==> config.mk <==
export PLATFORM = sky130hd
export DESIGN_NAME = traffic_status_monitor
export DESIGN_NICKNAME = d
export VERILOG_FILES = /design/src/rtl/traffic_status_monitor.sv
export SDC_FILE = /design/constraint.sdc
export NUM_CORES = 1
export LEC_CHECK = 0
export CAP_MARGIN = 30
export CORE_MARGIN = 4
export CORE_UTILIZATION = 50
export DETAILED_ROUTE_END_ITERATION = 10
export GPL_ROUTABILITY_DRIVEN = 0
export PLACE_DENSITY = 0.73
export SETUP_SLACK_MARGIN = 0.4
export SYNTH_ARGS = -nofsm -noshare
export SYNTH_HDL_FRONTEND = slang
export SYNTH_SLANG_ARGS = --single-unit
export TNS_END_PERCENT = 50
==> constraint.sdc <==
create_clock -name clk -period 2.58 [get_ports clk]
set_input_delay 0.645 -clock clk [delete_from_list [all_inputs] [get_ports clk]]
set_output_delay 0.645 -clock clk [all_outputs]
set_load 0.02 [all_outputs]
==> src/rtl/traffic_status_monitor.sv <==
// rtl/traffic_status_monitor.sv - four-lane countdown/LED consumer: seven-segment scan plus protocol checks
//
// Purpose: samples the four-lane generator outputs, drives a multiplexed
// 4-digit seven-segment display (one hex digit per lane, decimal point marks
// the green lane), reports the active lane, counts green hand-offs and raises
// sticky faults for one-hot and countdown-step violations.
//
// Ports:
//   clk              system clock, rising edge
//   rst              synchronous active-low reset
//   count1..count4   lane countdown values
//   led1..led4       lane green indicators
//   clr              clears fault flags, glitch counter and handoff_cnt
//   seg[6:0]         segments {g,f,e,d,c,b,a}, active-high
//   dp               decimal point (green of the displayed lane)
//   an[3:0]          digit enables, active-low, bit i = lane i+1
//   active_lane[1:0] index of the green lane (holds while not one-hot)
//   active_vld       led vector currently one-hot
//   handoff_cnt[7:0] green hand-offs, saturating at 255
//   onehot_err       sticky one-hot fault
//   step_err         sticky countdown-step fault

module traffic_status_monitor #(
    parameter int SCAN_DIV   = 4,
    parameter int GLITCH_CYC = 2
) (
    input  logic       clk,
    input  logic       rst,
    input  logic [3:0] count1,
    input  logic [3:0] count2,
    input  logic [3:0] count3,
    input  logic [3:0] count4,
    input  logic       led1,
    input  logic       led2,
    input  logic       led3,
    input  logic       led4,
    input  logic       clr,
    output logic [6:0] seg,
    output logic       dp,
    output logic [3:0] an,
    output logic [1:0] active_lane,
    output logic       active_vld,
    output logic [7:0] handoff_cnt,
    output logic       onehot_err,
    output logic       step_err
);

    localparam int SW = (SCAN_DIV > 1) ? $clog2(SCAN_DIV) : 1;
    localparam int GW = $clog2(GLITCH_CYC + 1);

    localparam logic [SW-1:0] SCAN_LAST = SW'(SCAN_DIV - 1);
    localparam logic [GW-1:0] GLITCH_MAX = GW'(GLITCH_CYC);

    // Sample (S) and previous-sample (P) stages
    logic [3:0]    s_cnt [4];
    logic [3:0]    p_cnt [4];
    logic [3:0]    s_led;
    logic [3:0]    p_led;
    logic          prev_vld;

    logic [SW-1:0] scan_cnt;
    logic [1:0]    digit;
    logic [GW-1:0] glitch_cnt;

    logic          s_onehot;
    logic          p_onehot;
    logic          handoff_hit;
    logic          step_hit;
    logic [GW-1:0] glitch_nxt;
    logic [1:0]    s_lane;

    function automatic logic [6:0] hex7(input logic [3:0] v);
        case (v)
            4'h0: hex7 = 7'h3F;
            4'h1: hex7 = 7'h06;
            4'h2: hex7 = 7'h5B;
            4'h3: hex7 = 7'h4F;
            4'h4: hex7 = 7'h66;
            4'h5: hex7 = 7'h6D;
            4'h6: hex7 = 7'h7D;
            4'h7: hex7 = 7'h07;
            4'h8: hex7 = 7'h7F;
            4'h9: hex7 = 7'h6F;
            4'hA: hex7 = 7'h77;
            4'hB: hex7 = 7'h7C;
            4'hC: hex7 = 7'h39;
            4'hD: hex7 = 7'h5E;
            4'hE: hex7 = 7'h79;
            default: hex7 = 7'h71;
        endcase
    endfunction

    function automatic logic is_onehot(input logic [3:0] v);
        is_onehot = (v != 4'b0000) && ((v & (v - 4'd1)) == 4'b0000);
    endfunction

    always_comb begin
        s_onehot = is_onehot(s_led);
        p_onehot = is_onehot(p_led);

        s_lane = 2'd0;
        case (s_led)
            4'b0010: s_lane = 2'd1;
            4'b0100: s_lane = 2'd2;
            4'b1000: s_lane = 2'd3;
            default: s_lane = 2'd0;
        endcase

        handoff_hit = prev_vld && s_onehot && p_onehot && (s_led != p_led);

        // Only a lane that stayed green across both samples is checked; a lane
        // going red may be reloaded with anything.
        step_hit = 1'b0;
        for (int i = 0; i < 4; i++) begin
            if (prev_vld && s_led[i] && p_led[i]) begin
                if (!((s_cnt[i] == p_cnt[i]) ||
                      ((p_cnt[i] != 4'd0) && (s_cnt[i] == p_cnt[i] - 4'd1)))) begin
                    step_hit = 1'b1;
                end
            end
        end

        if (s_onehot) begin
            glitch_nxt = '0;
        end else if (glitch_cnt == GLITCH_MAX) begin
            glitch_nxt = glitch_cnt;
        end else begin
            glitch_nxt = glitch_cnt + GW'(1);
        end
    end

    always_ff @(posedge clk) begin
        if (!rst) begin
            for (int i = 0; i < 4; i++) begin
                s_cnt[i] <= 4'd0;
                p_cnt[i] <= 4'd0;
            end
            s_led       <= 4'd0;
            p_led       <= 4'd0;
            prev_vld    <= 1'b0;
            scan_cnt    <= '0;
            digit       <= 2'd0;
            glitch_cnt  <= '0;
            an          <= 4'b1111;
            seg         <= 7'h00;
            dp          <= 1'b0;
            active_lane <= 2'd0;
            active_vld  <= 1'b0;
            handoff_cnt <= 8'd0;
            onehot_err  <= 1'b0;
            step_err    <= 1'b0;
        end else begin
            s_cnt[0] <= count1;
            s_cnt[1] <= count2;
            s_cnt[2] <= count3;
            s_cnt[3] <= count4;
            s_led    <= {led4, led3, led2, led1};
            for (int i = 0; i < 4; i++) begin
                p_cnt[i] <= s_cnt[i];
            end
            p_led    <= s_led;
            prev_vld <= 1'b1;

            // Display scan: the digit register advances on scan wrap, the
            // outputs show the digit selected before the advance.
            if (scan_cnt == SCAN_LAST) begin
                scan_cnt <= '0;
                digit    <= digit + 2'd1;
            end else begin
                scan_cnt <= scan_cnt + SW'(1);
            end
            an  <= ~(4'b0001 << digit);
            seg <= hex7(s_cnt[digit]);
            dp  <= s_led[digit];

            if (s_onehot) begin
                active_vld  <= 1'b1;
                active_lane <= s_lane;
            end else begin
                active_vld  <= 1'b0;
            end

            // clr takes priority over any simultaneous set or increment
            if (clr) begin
                glitch_cnt  <= '0;
                handoff_cnt <= 8'd0;
                onehot_err  <= 1'b0;
                step_err    <= 1'b0;
            end else begin
                glitch_cnt <= glitch_nxt;
                if (glitch_nxt == GLITCH_MAX) begin
                    onehot_err <= 1'b1;
                end
                if (step_hit) begin
                    step_err <= 1'b1;
                end
                if (handoff_hit && (handoff_cnt != 8'hFF)) begin
                    handoff_cnt <= handoff_cnt + 8'd1;
                end
            end
        end
    end

endmodule
==> out/qor.txt, run 1 <==
fillers - 540
Post-DP Area - 0.00393 mm²
synth top area cells - dfxtp_1 43%, and2_1 8.2%, ha_1 6.6%
cell family contributing the most delay on the critical path - buffers and inverters
vias in the first global route - 2,408
worst r2r dst - step_err
Pwr Density - 650 mW/mm²
TritonCTS Sinks - 74
mapped cell area - 0.00342 mm²
clock slew at reported path FFs - 0.08 ns
Post-Syn Nets - 391
minimum clock period - 2.09 ns
CP startpoint - handoff_cnt[0]
initial cell density of the core - 52.7%
Max Freq - 0.478 GHz
Critical R2R Launch - p_cnt[2][1]
Initial DRC Count - 105
Routed WL - 6790 µm
final setup violation count - 0
Post-DRT Antenna Nets - 0
R2R Setup Slk - 0.62 ns
# port buffers - 47
CP required - 1.93 ns
Crit. End Element - output pin
Finished Core Util - 64.6%
EDFF count, synth - 0
clock skew after layout - 0.00674 ns
clock buffer depth - 2
vias post-DR - 2,580
Min-Delay Path Class - reg2reg
synth unique cells - 49
fin nets - 439
Die X - 90.7 µm
GRT Residual Overflow - 0
CP bufs+invs - 1
Slew @ Worst Pin - 0.554 ns
slowest stage delay, CP - 0.65 ns
Crit-path slowest cell - clkdlybuf4s50_1
R2R depth - 7
status - finished clean
Gate Count Post-Synth - 350
# IOs - 48
CP Cell Sequence - clkdlybuf4s50_1
arrival time at the worst endpoint - 1.45 ns
via/cell ratio - 5.38
Max-Slew Margin vs Limit - 63.1%
final hold viol count - 0
asr flop ratio synth - 0%
Die Area - 0.00823 mm²
gr usage total - 16.8%
Leak - 0.00160 µW
ys flop type - dfxtp_1
Max-cap violations - 0
CTS tree - yes
Yosys top cell area share - 43.3%
final slew viol count - 0
Seq/Total Area, Yosys - 43.3%
die height - 90.7 µm
capture point of the worst path - handoff_cnt[0]
cell taking the most area after synthesis - dfxtp_1
H-tree levels - 3
Ys Warns - 0
1st-pass router iterations - 5
critical path fanouts, max - 7
RSZ-0062 raised after global routing - no
clk_lat worst skew - 0.34 ns
core area - 0.00649 mm²
setup TNS - 0 ns
crit path kind - reg2out
Rows - 29
Hold Crit Depth - 1
post-route DRC violation count - 0
Final HPWL DP - 4930 µm
Critical Path Source Type - flip-flop
critical path depth - 1
CTS hold repair buffers - 0
layout cell share with drive strength beyond 1 - 8.68%
final instance area - 0.00420 mm²
ant diodes - 0
#FFs+latches synth - 74
Tcrit/Tclk final - 81.2%
maximum VDD drop - 439 µV
Mean Syn Cell Area - 9.77 µm²
cts bufs inserted - 9
first-pass GRT wire length - 11,300 µm
largest net degree at the start of global routing - 46
hold slack - 0.436 ns
Layout area overhead - 22.7%
initial antenna violation count - 0
CTS root buf - clkbuf_8
wire per inst - 14.1 µm
## worst min path at each step
stage                     slack (ns)           to        start
after global routing            0.47  scan_cnt[0]  scan_cnt[0]
after detailed placement        0.42  scan_cnt[0]  scan_cnt[0]
after global placement          0.41  scan_cnt[0]  scan_cnt[0]
after floorplan                 0.40  scan_cnt[0]  scan_cnt[0]
final                           0.44  scan_cnt[0]  scan_cnt[0]
after CTS                       0.44  scan_cnt[0]  scan_cnt[0]
## final cells by class
cell class                 count  area [µm²]  area share [%]
multi-input combinational    242        1790            42.5
sequential                    74        1490            35.4
timing repair buffer          52         508            12.1
clock buffer                  10         138            3.28
clock inverter                 6         113            2.68
tap                           77        96.3            2.30
inverter                      19        71.3            1.70
## stage by stage
stage	worst slack, ns	total power [µW]	cells
final	0.486	2730	480
after detailed placement	0.515	1640	462
after CTS	0.432	2740	478
after global routing	0.412	2840	480
after floorplan	0.748	1520	350
after global placement	0.633	1630	462
## cells in the mapped netlist (6+ instances only)
| library cell | instances |
|---|---|
| dfxtp_1 | 74 |
| and2_1 | 45 |
| xnor2_1 | 23 |
| a21oi_1 | 20 |
| ha_1 | 18 |
| inv_1 | 18 |
| nand2_1 | 17 |
| nand3_1 | 9 |
| o21ai_0 | 9 |
| xor2_1 | 9 |
| nand2b_1 | 8 |
| nor3_1 | 8 |
| clkbuf_1 | 7 |
| nand4_1 | 6 |
| nor2b_1 | 6 |
| o31ai_1 | 6 |
## logic make-up (layout without fill, tap and decap cells)
family / Yosys count / count (layout) / share of synthesized area (%)
adders and majority gates: 18 / 18 / 6.58
buffers and inverters: 34 / 87 / 4.50
muxes: 9 / 9 / 4.50
AOI/OAI and AO/OA: 57 / 57 / 11.1
xor gates and xnor gates: 32 / 32 / 8.19
DFF: 74 / 74 / 43.3
and+or+nand+nor: 126 / 126 / 21.8
## sequential cells by signal (all words and copies together), names as in the netlist, named ones only
signal       count
prev_vld         1
an               4
onehot_err       1
p_led            4
handoff_cnt      8
step_err         1
seg              7
dp               1
s_led            4
active_lane      2
digit            2
scan_cnt         2
p_cnt           16
s_cnt           16
active_vld       1
glitch_cnt       2
## power by group
group	internal, µW	switching, µW	total (µW)
Clock	672	437	1110
Combinational	189	167	355
Sequential	1200	61.3	1260
Total	2060	665	2730
## cell usage in the layout, fill, tap and decap left out, types with 3 or more instances in the layout
cell	n
clkdlybuf4s50_1	47
and2_1	45
nor4_1	5
or4_1	5
dfxtp_1	71
clkbuf_8	10
nand4_1	6
dfxtp_2	3
nor2b_1	6
inv_1	18
mux4_2	5
xnor2_1	23
bufinv_16	3
nand2b_1	8
ha_1	18
nand3b_1	4
and3_1	3
nor2_1	4
nand2_1	17
nor3_1	8
o21ai_0	9
mux2i_1	3
nand3_1	9
buf_4	5
xor2_1	9
a21oi_1	20
o211a_1	3
o31ai_1	6
## per-layer routing
metal / wire length (µm) / track usage (%)
met5: 0 / 0
met1: 3270 / 22.0
met3: 346 / 5.50
met2: 3080 / 26.5
met4: 87 / 4.85
## repair_timing
| action | in CTS | in global routing |
|---|---|---|
| setup endpoints to repair | 0 | 8 |
| resized for setup | 0 | 3 |
| buffers inserted | 0 | 2 |
No activity file was read; power rests on OpenSTA's default activity.
==> inputs of run 2 (changes only) <==
==> constraint.sdc (replaced) <==
create_clock -name clk -period 2 [get_ports clk]
set_input_delay 0.5 -clock clk [delete_from_list [all_inputs] [get_ports clk]]
set_output_delay 0.5 -clock clk [all_outputs]
set_load 0.02 [all_outputs]
==> run 2 against run 1 <==
Compared with the run above:
- critical path depth up 4
- count of clock-buffer cells in the layout unchanged
- worst setup slack worse by 0.29 ns
- die area unchanged
- sequential power up 28%
- wire length up 17%
- register-to-register slack worse by 0.42 ns
- hold slack worse by 0.013 ns
- via count up 7.8%
- sequential share of layout area down 3.2 points
- clock power up 8%
- flip-flop and latch count unchanged
==> out/qor.txt, run 2 (synthesized netlist as in run 1, its figures left out) <==
setup TNS - 0 ns (unchanged)
CTS tree - yes (unchanged)
GRT Residual Overflow - 0 (unchanged)
final setup violation count - 0 (unchanged)
final instance area - 0.00473 mm² (was 0.00420 mm²)
Die Area - 0.00823 mm² (unchanged)
minimum clock period - 1.80 ns
RSZ-0062 raised after global routing - yes (was no)
core area - 0.00649 mm² (unchanged)
gr usage total - 19.0% (was 16.8%)
H-tree levels - 3 (unchanged)
wire per inst - 15.4 µm (was 14.1 µm)
Max-cap violations - 0 (unchanged)
Min-Delay Path Class - reg2reg (unchanged)
Post-Place Cells - 468 (was 462)
Die X - 90.7 µm (unchanged)
CP required - 2.29 ns (was 1.93 ns)
cts bufs inserted - 9 (unchanged)
clock buffer depth - 2 (unchanged)
layout cell share with drive strength beyond 1 - 25.5% (was 8.68%)
1st-pass router iterations - 5 (unchanged)
initial antenna violation count - 0 (unchanged)
fin nets - 475 (was 439)
Max-Slew Margin vs Limit - 77.6% (was 63.1%)
non-filler cells in the finished layout - 516 (was 480)
Max Freq - 0.554 GHz
final slew viol count - 0 (unchanged)
clk_lat worst skew - 0.36 ns (was 0.34 ns)
# IOs - 48 (unchanged)
# port buffers - 47 (unchanged)
WHS Endpoint - scan_cnt[0] (unchanged)
Tcrit/Tclk final - 90.2%
arrival time at the worst endpoint - 2.09 ns (was 1.45 ns)
most frequent cells in the layout - 59 x dfxtp_1, 45 x and2_1, 32 x buf_4 (was 71 x dfxtp_1, 47 x clkdlybuf4s50_1, 45 x and2_1)
clock skew after layout - 0.0111 ns (was 0.00674 ns)
Rows - 29 (unchanged)
met2 Use GR - 31.0% (was 26.5%)
GRT met3 Usage - 5.08% (was 5.50%)
final hold viol count - 0 (unchanged)
Post-DRT Antenna Nets - 0 (unchanged)
via/cell ratio - 5.39 (was 5.38)
Hold Crit Depth - 1 (unchanged)
Slew @ Worst Pin - 0.336 ns (was 0.554 ns)
hold path startpoint - scan_cnt[0] (unchanged)
largest net degree at the start of global routing - 62 (was 46)
first-pass GRT wire length - 12,500 µm (was 11,300 µm)
status - finished clean (unchanged)
vias post-DR - 2,782 (was 2,580)
critical path fanouts, max - 7 (unchanged)
Routed WL - 7940 µm (was 6790 µm)
Pwr Density - 723 mW/mm² (was 650 mW/mm²)
post-route DRC violation count - 0 (unchanged)
Critical R2R Launch - s_led[2] (was p_cnt[2][1])
R2R Setup Slk - 0.20 ns (was 0.62 ns)
Layout area overhead - 38.3% (was 22.7%)
die height - 90.7 µm (unchanged)
Leak - 0.00190 µW (was 0.00160 µW)
met1 Usage GRT - 23.6% (was 22.0%)
Post-DP Area - 0.00400 mm² (was 0.00393 mm²)
R2R depth - 5 (was 7)
fillers - 453 (was 540)
ant diodes - 0 (unchanged)
worst r2r dst - handoff_cnt[4] (was step_err)
Critical Path Source Type - flip-flop (unchanged)
clock slew at reported path FFs - 0.08 ns (about the same)
vias in the first global route - 2,609 (was 2,408)
Largest regs - p_cnt (16), s_cnt (16), handoff_cnt (8) (unchanged)
most common cell after layout, fill and taps aside - dfxtp_1 (unchanged)
grt peak-use layer - met2 (unchanged)
initial cell density of the core - 52.7% (unchanged)
CTS root buf - clkbuf_8 (unchanged)
CTS hold repair buffers - 0 (unchanged)
Final HPWL DP - 4900 µm (was 4930 µm)
crit path kind - reg2reg (was reg2out)
Crit. End Element - flip-flop (was output pin)
Initial DRC Count - 110 (was 105)
maximum VDD drop - 548 µV (was 439 µV)
TritonCTS Sinks - 74 (unchanged)
run 2: cell count changes in the layout (fill, tap and decap cells not counted), sizes merged, moves of 2 or more:
cell	delta
dlygate4sd2	+5
buf	+37
clkdlybuf4s50	-19
clkdlybuf4s15	+5
inv	+3
dlymetal6s2s	+7
bufinv	-2
run 2: cell type report:
type                            count  area, µm²  area share (%)
Tap cell                           77       96.3            2.04
Inverter                           19       73.8            1.56
Multi-Input combinational cell    243       2020            42.6
Clock inverter                      6       71.3            1.51
Timing Repair Buffer               87        812            17.2
Sequential cell                    74       1530            32.2
Clock buffer                       10        138            2.91
run 2: routing by layer:
metal,vias up,wire length (µm)
li1,1381,-
met1,1300,3420
met2,84,3920
met3,17,422
met4,0,172
met5,-,0
run 2: worst max path at each step:
stage               startpoint  cells after the start              to  slack (ns)
CTS                  flip-flop                      5          seg[0]        0.20
global placement      s_led[3]                      5  handoff_cnt[4]        0.12
global route          s_led[2]                      5  handoff_cnt[4]        0.14
detailed placement    s_led[3]                      5  handoff_cnt[4]    -0.00004
floorplan             s_led[1]                      6  handoff_cnt[2]        0.32
finish                s_led[2]                      5  handoff_cnt[4]        0.20
run 2: through the flow:
stage          worst slack, ns  hold slack [ns]  utilization (%)  total power [µW]
2_1_floorplan            0.320            0.403                -              1960
3_3_place_gp             0.122            0.413             61.6              2110
3_5_place_dp        -0.0000355            0.416             61.6              2120
4_1_cts                  0.203            0.427             69.7              3400
5_1_grt                  0.144            0.460             72.9              3590
6_report                 0.195            0.422             72.9              3420
run 2: timing repair:
item | 4_1_cts | 5_1_grt
cloned | 1 | 0
pin swaps | 14 | 9
gates resized for setup | 59 | 33
setup endpoints to repair | 40 | 36
setup buffers | 24 | 7
run 2: worst max-delay path: stages, from the launching register on:
cell and delay, ns:
dfxtp_4 0.42, xor2_2 0.16, o211a_1 0.32, o221ai_4 0.19
or4_4 0.52, a21oi_2 0.14
run 2: power by group:
group          switching, µW  internal, µW  total [µW]  leakage (µW)
clock                    573           626        1200      0.000108
sequential              72.3          1540        1610      0.000619
combinational            282           328         610       0.00117
==> inputs of run 3 (changes only) <==
--- a/config.mk
+++ b/config.mk
@@ -11,6 +11,7 @@
 export DETAILED_ROUTE_END_ITERATION = 10
 export GPL_ROUTABILITY_DRIVEN = 0
 export PLACE_DENSITY = 0.73
+export REMOVE_ABC_BUFFERS = 1
 export SETUP_SLACK_MARGIN = 0.4
 export SYNTH_ARGS = -nofsm -noshare
 export SYNTH_HDL_FRONTEND = slang
==> run 3 against run 2 <==
Compared with the run above:
- clock skew is 0.0037 ns lower
- wire length is 3.4% lower
- count of clock-buffer cells in the layout is 1 higher
- non-clock buffer count is 6 lower
- global-route usage is 0.60 points lower
- combinational power is 4.4% lower
- core utilization is 0.23 points lower
- first-iteration DRC count is 16% lower
- hold slack better by 0.011 ns
- fmax is 0.90% lower
- worst setup slack worse by 0.016 ns
==> out/qor.txt, run 3 (synthesized netlist as in run 1, its figures left out) <==
CP Cell Sequence - inv_1 -> ha_1 -> xor2_1 -> nand2_1 -> nor4_2 -> nor3_1 -> o41a_1 (was xor2_2 -> o211a_1 -> o221ai_4 -> or4_4 -> a21oi_2)
final slew viol count - 0 (unchanged)
hold path startpoint - scan_cnt[0] (unchanged)
RSZ-0062 raised after global routing - yes (unchanged)
Worst Slack Setup Final - 0.179 ns (was 0.195 ns)
clock buffer depth - 2 (unchanged)
GRT Residual Overflow - 0 (unchanged)
status - finished clean (unchanged)
Die X - 90.7 µm (unchanged)
vias in the first global route - 2,600 (was 2,609)
Layout area overhead - 37.9% (was 38.3%)
initial antenna violation count - 0 (unchanged)
CP startpoint - p_cnt[2][1] (was s_led[2])
Rows - 29 (unchanged)
Post-DRT Antenna Nets - 0 (unchanged)
CTS hold repair buffers - 0 (unchanged)
largest net degree at the start of global routing - 35 (was 62)
initial cell density of the core - 52.7% (unchanged)
Critical R2R Launch - p_cnt[2][1] (was s_led[2])
most frequent cells in the layout - 60 x dfxtp_1, 44 x and2_1, 30 x buf_4 (was 59 x dfxtp_1, 45 x and2_1, 32 x buf_4)
TritonCTS Sinks - 74 (unchanged)
Final HPWL DP - 4790 µm (was 4900 µm)
layout cell share with drive strength beyond 1 - 25.0% (was 25.5%)
Initial DRC Count - 92 (was 110)
arrival time at the worst endpoint - 2.07 ns (was 2.09 ns)
Place WS - 0.0860 ns (was -0.0000355 ns)
Critical Path Source Type - flip-flop (unchanged)
most common cell after layout, fill and taps aside - dfxtp_1 (unchanged)
Slew @ Worst Pin - 0.341 ns (was 0.336 ns)
clock skew after layout - 0.00745 ns (was 0.0111 ns)
Crit-path slowest cell - o41a_1 (was or4_4)
R2R depth - 7 (was 5)
CTS root buf - clkbuf_8 (unchanged)
minimum clock period - 1.82 ns (was 1.80 ns)
Max Freq - 0.549 GHz (was 0.554 GHz)
critical path fanouts, max - 3 (was 7)
Largest regs - p_cnt (16), s_cnt (16), handoff_cnt (8) (unchanged)
via/cell ratio - 5.48 (was 5.39)
R2R Setup Slk - 0.18 ns (was 0.20 ns)
ant diodes - 0 (unchanged)
core area - 0.00649 mm² (unchanged)
fin nets - 469 (was 475)
CTS tree - yes (unchanged)
maximum VDD drop - 515 µV (was 548 µV)
vias post-DR - 2,787 (was 2,782)
Max-cap violations - 0 (unchanged)
H-tree levels - 3 (unchanged)
clk_lat worst skew - 0.36 ns (about the same)
non-filler cells in the finished layout - 509 (was 516)
Min-Delay Path Class - reg2reg (unchanged)
WHS Endpoint - scan_cnt[0] (unchanged)
cts bufs inserted - 9 (unchanged)
slowest stage delay, CP - 0.37 ns (was 0.52 ns)
clock slew at reported path FFs - 0.07 ns (was 0.08 ns)
crit path kind - reg2reg (unchanged)
Tcrit/Tclk final - 91.1% (was 90.2%)
CP required - 2.25 ns (was 2.29 ns)
die height - 90.7 µm (unchanged)
# port buffers - 47 (unchanged)
gr usage total - 18.4% (was 19.0%)
1st-pass router iterations - 4 (was 5)
Finished Core Util - 72.6% (was 72.9%)
Pwr Density - 770 mW/mm² (was 723 mW/mm²)
first-pass GRT wire length - 12,200 µm (was 12,500 µm)
Routed WL - 7670 µm (was 7940 µm)
Crit. End Element - flip-flop (unchanged)
# IOs - 48 (unchanged)
Die Area - 0.00823 mm² (unchanged)
Max-Slew Margin vs Limit - 77.2% (was 77.6%)
wire per inst - 15.1 µm (was 15.4 µm)
final hold viol count - 0 (unchanged)
worst r2r dst - step_err (was handoff_cnt[4])
final setup violation count - 0 (unchanged)
Hold Crit Depth - 1 (unchanged)
post-route DRC violation count - 0 (unchanged)
Leak - 0.00192 µW (was 0.00190 µW)
setup TNS - 0 ns (unchanged)
Post-Place Cells - 469 (was 468)
[run 3: worst max-delay path: cells and delay by family (launching register included)]
family          cells  cell delay, ns
flops               1            0.36
buf+inv             1            0.05
simple gates        3            0.53
compound gates      1            0.37
fa+ha+maj           1            0.27
xor+xnor            1            0.14
[run 3: layer usage]
layer  track usage, %  wire [µm]  vias to the layer above  share of wire, %
li1                 -          -                     1372                 -
met1             22.8       3270                     1313                43
met2             29.3       3810                       89                50
met3             6.75        472                       13               6.2
met4             6.51        120                        0               1.6
met5                0          0                        -                 0
[run 3: metrics by stage]
step / hold slack (ns) / power (µW) / cell area, µm²
4_1_cts: 0.432 / 3610 / 4540
6_report: 0.433 / 3630 / 4720
3_3_place_gp: 0.411 / 2110 / 3980
3_5_place_dp: 0.421 / 2120 / 3980
2_1_floorplan: 0.403 / 1930 / 3340
5_1_grt: 0.452 / 3800 / 4720
[run 3: worst max path at each step]
stage	slack [ns]	cells after the start	to
after detailed placement	0.09	5	seg[0]
after CTS	0.20	7	step_err
after global placement	0.12	5	seg[0]
after floorplan	0.17	5	seg[0]
after global routing	0.09	7	step_err
final	0.18	7	step_err
[run 3: report_power, final]
group	switching (µW)	internal, µW	total [µW]	leakage, µW
sequential	75.1	1540	1620	0.000618
combinational	271	311	583	0.00118
clock	538	892	1430	0.000126
[run 3: area by class of cell]
cell class                      count  area [µm²]
Clock buffer                       11         151
Clock inverter                      4        98.8
Fill cell                         470        1780
Inverter                           19        76.3
Multi-Input combinational cell    243        2000
Sequential cell                    74        1520
Tap cell                           77        96.3
Timing Repair Buffer               81         768
[run 3: timing repair]
item / CTS / global route
resized for setup: 63 / 42
pin swaps: 21 / 4
cloned: 1 / 0
buffers inserted: 20 / 4
setup endpoints to repair: 42 / 40
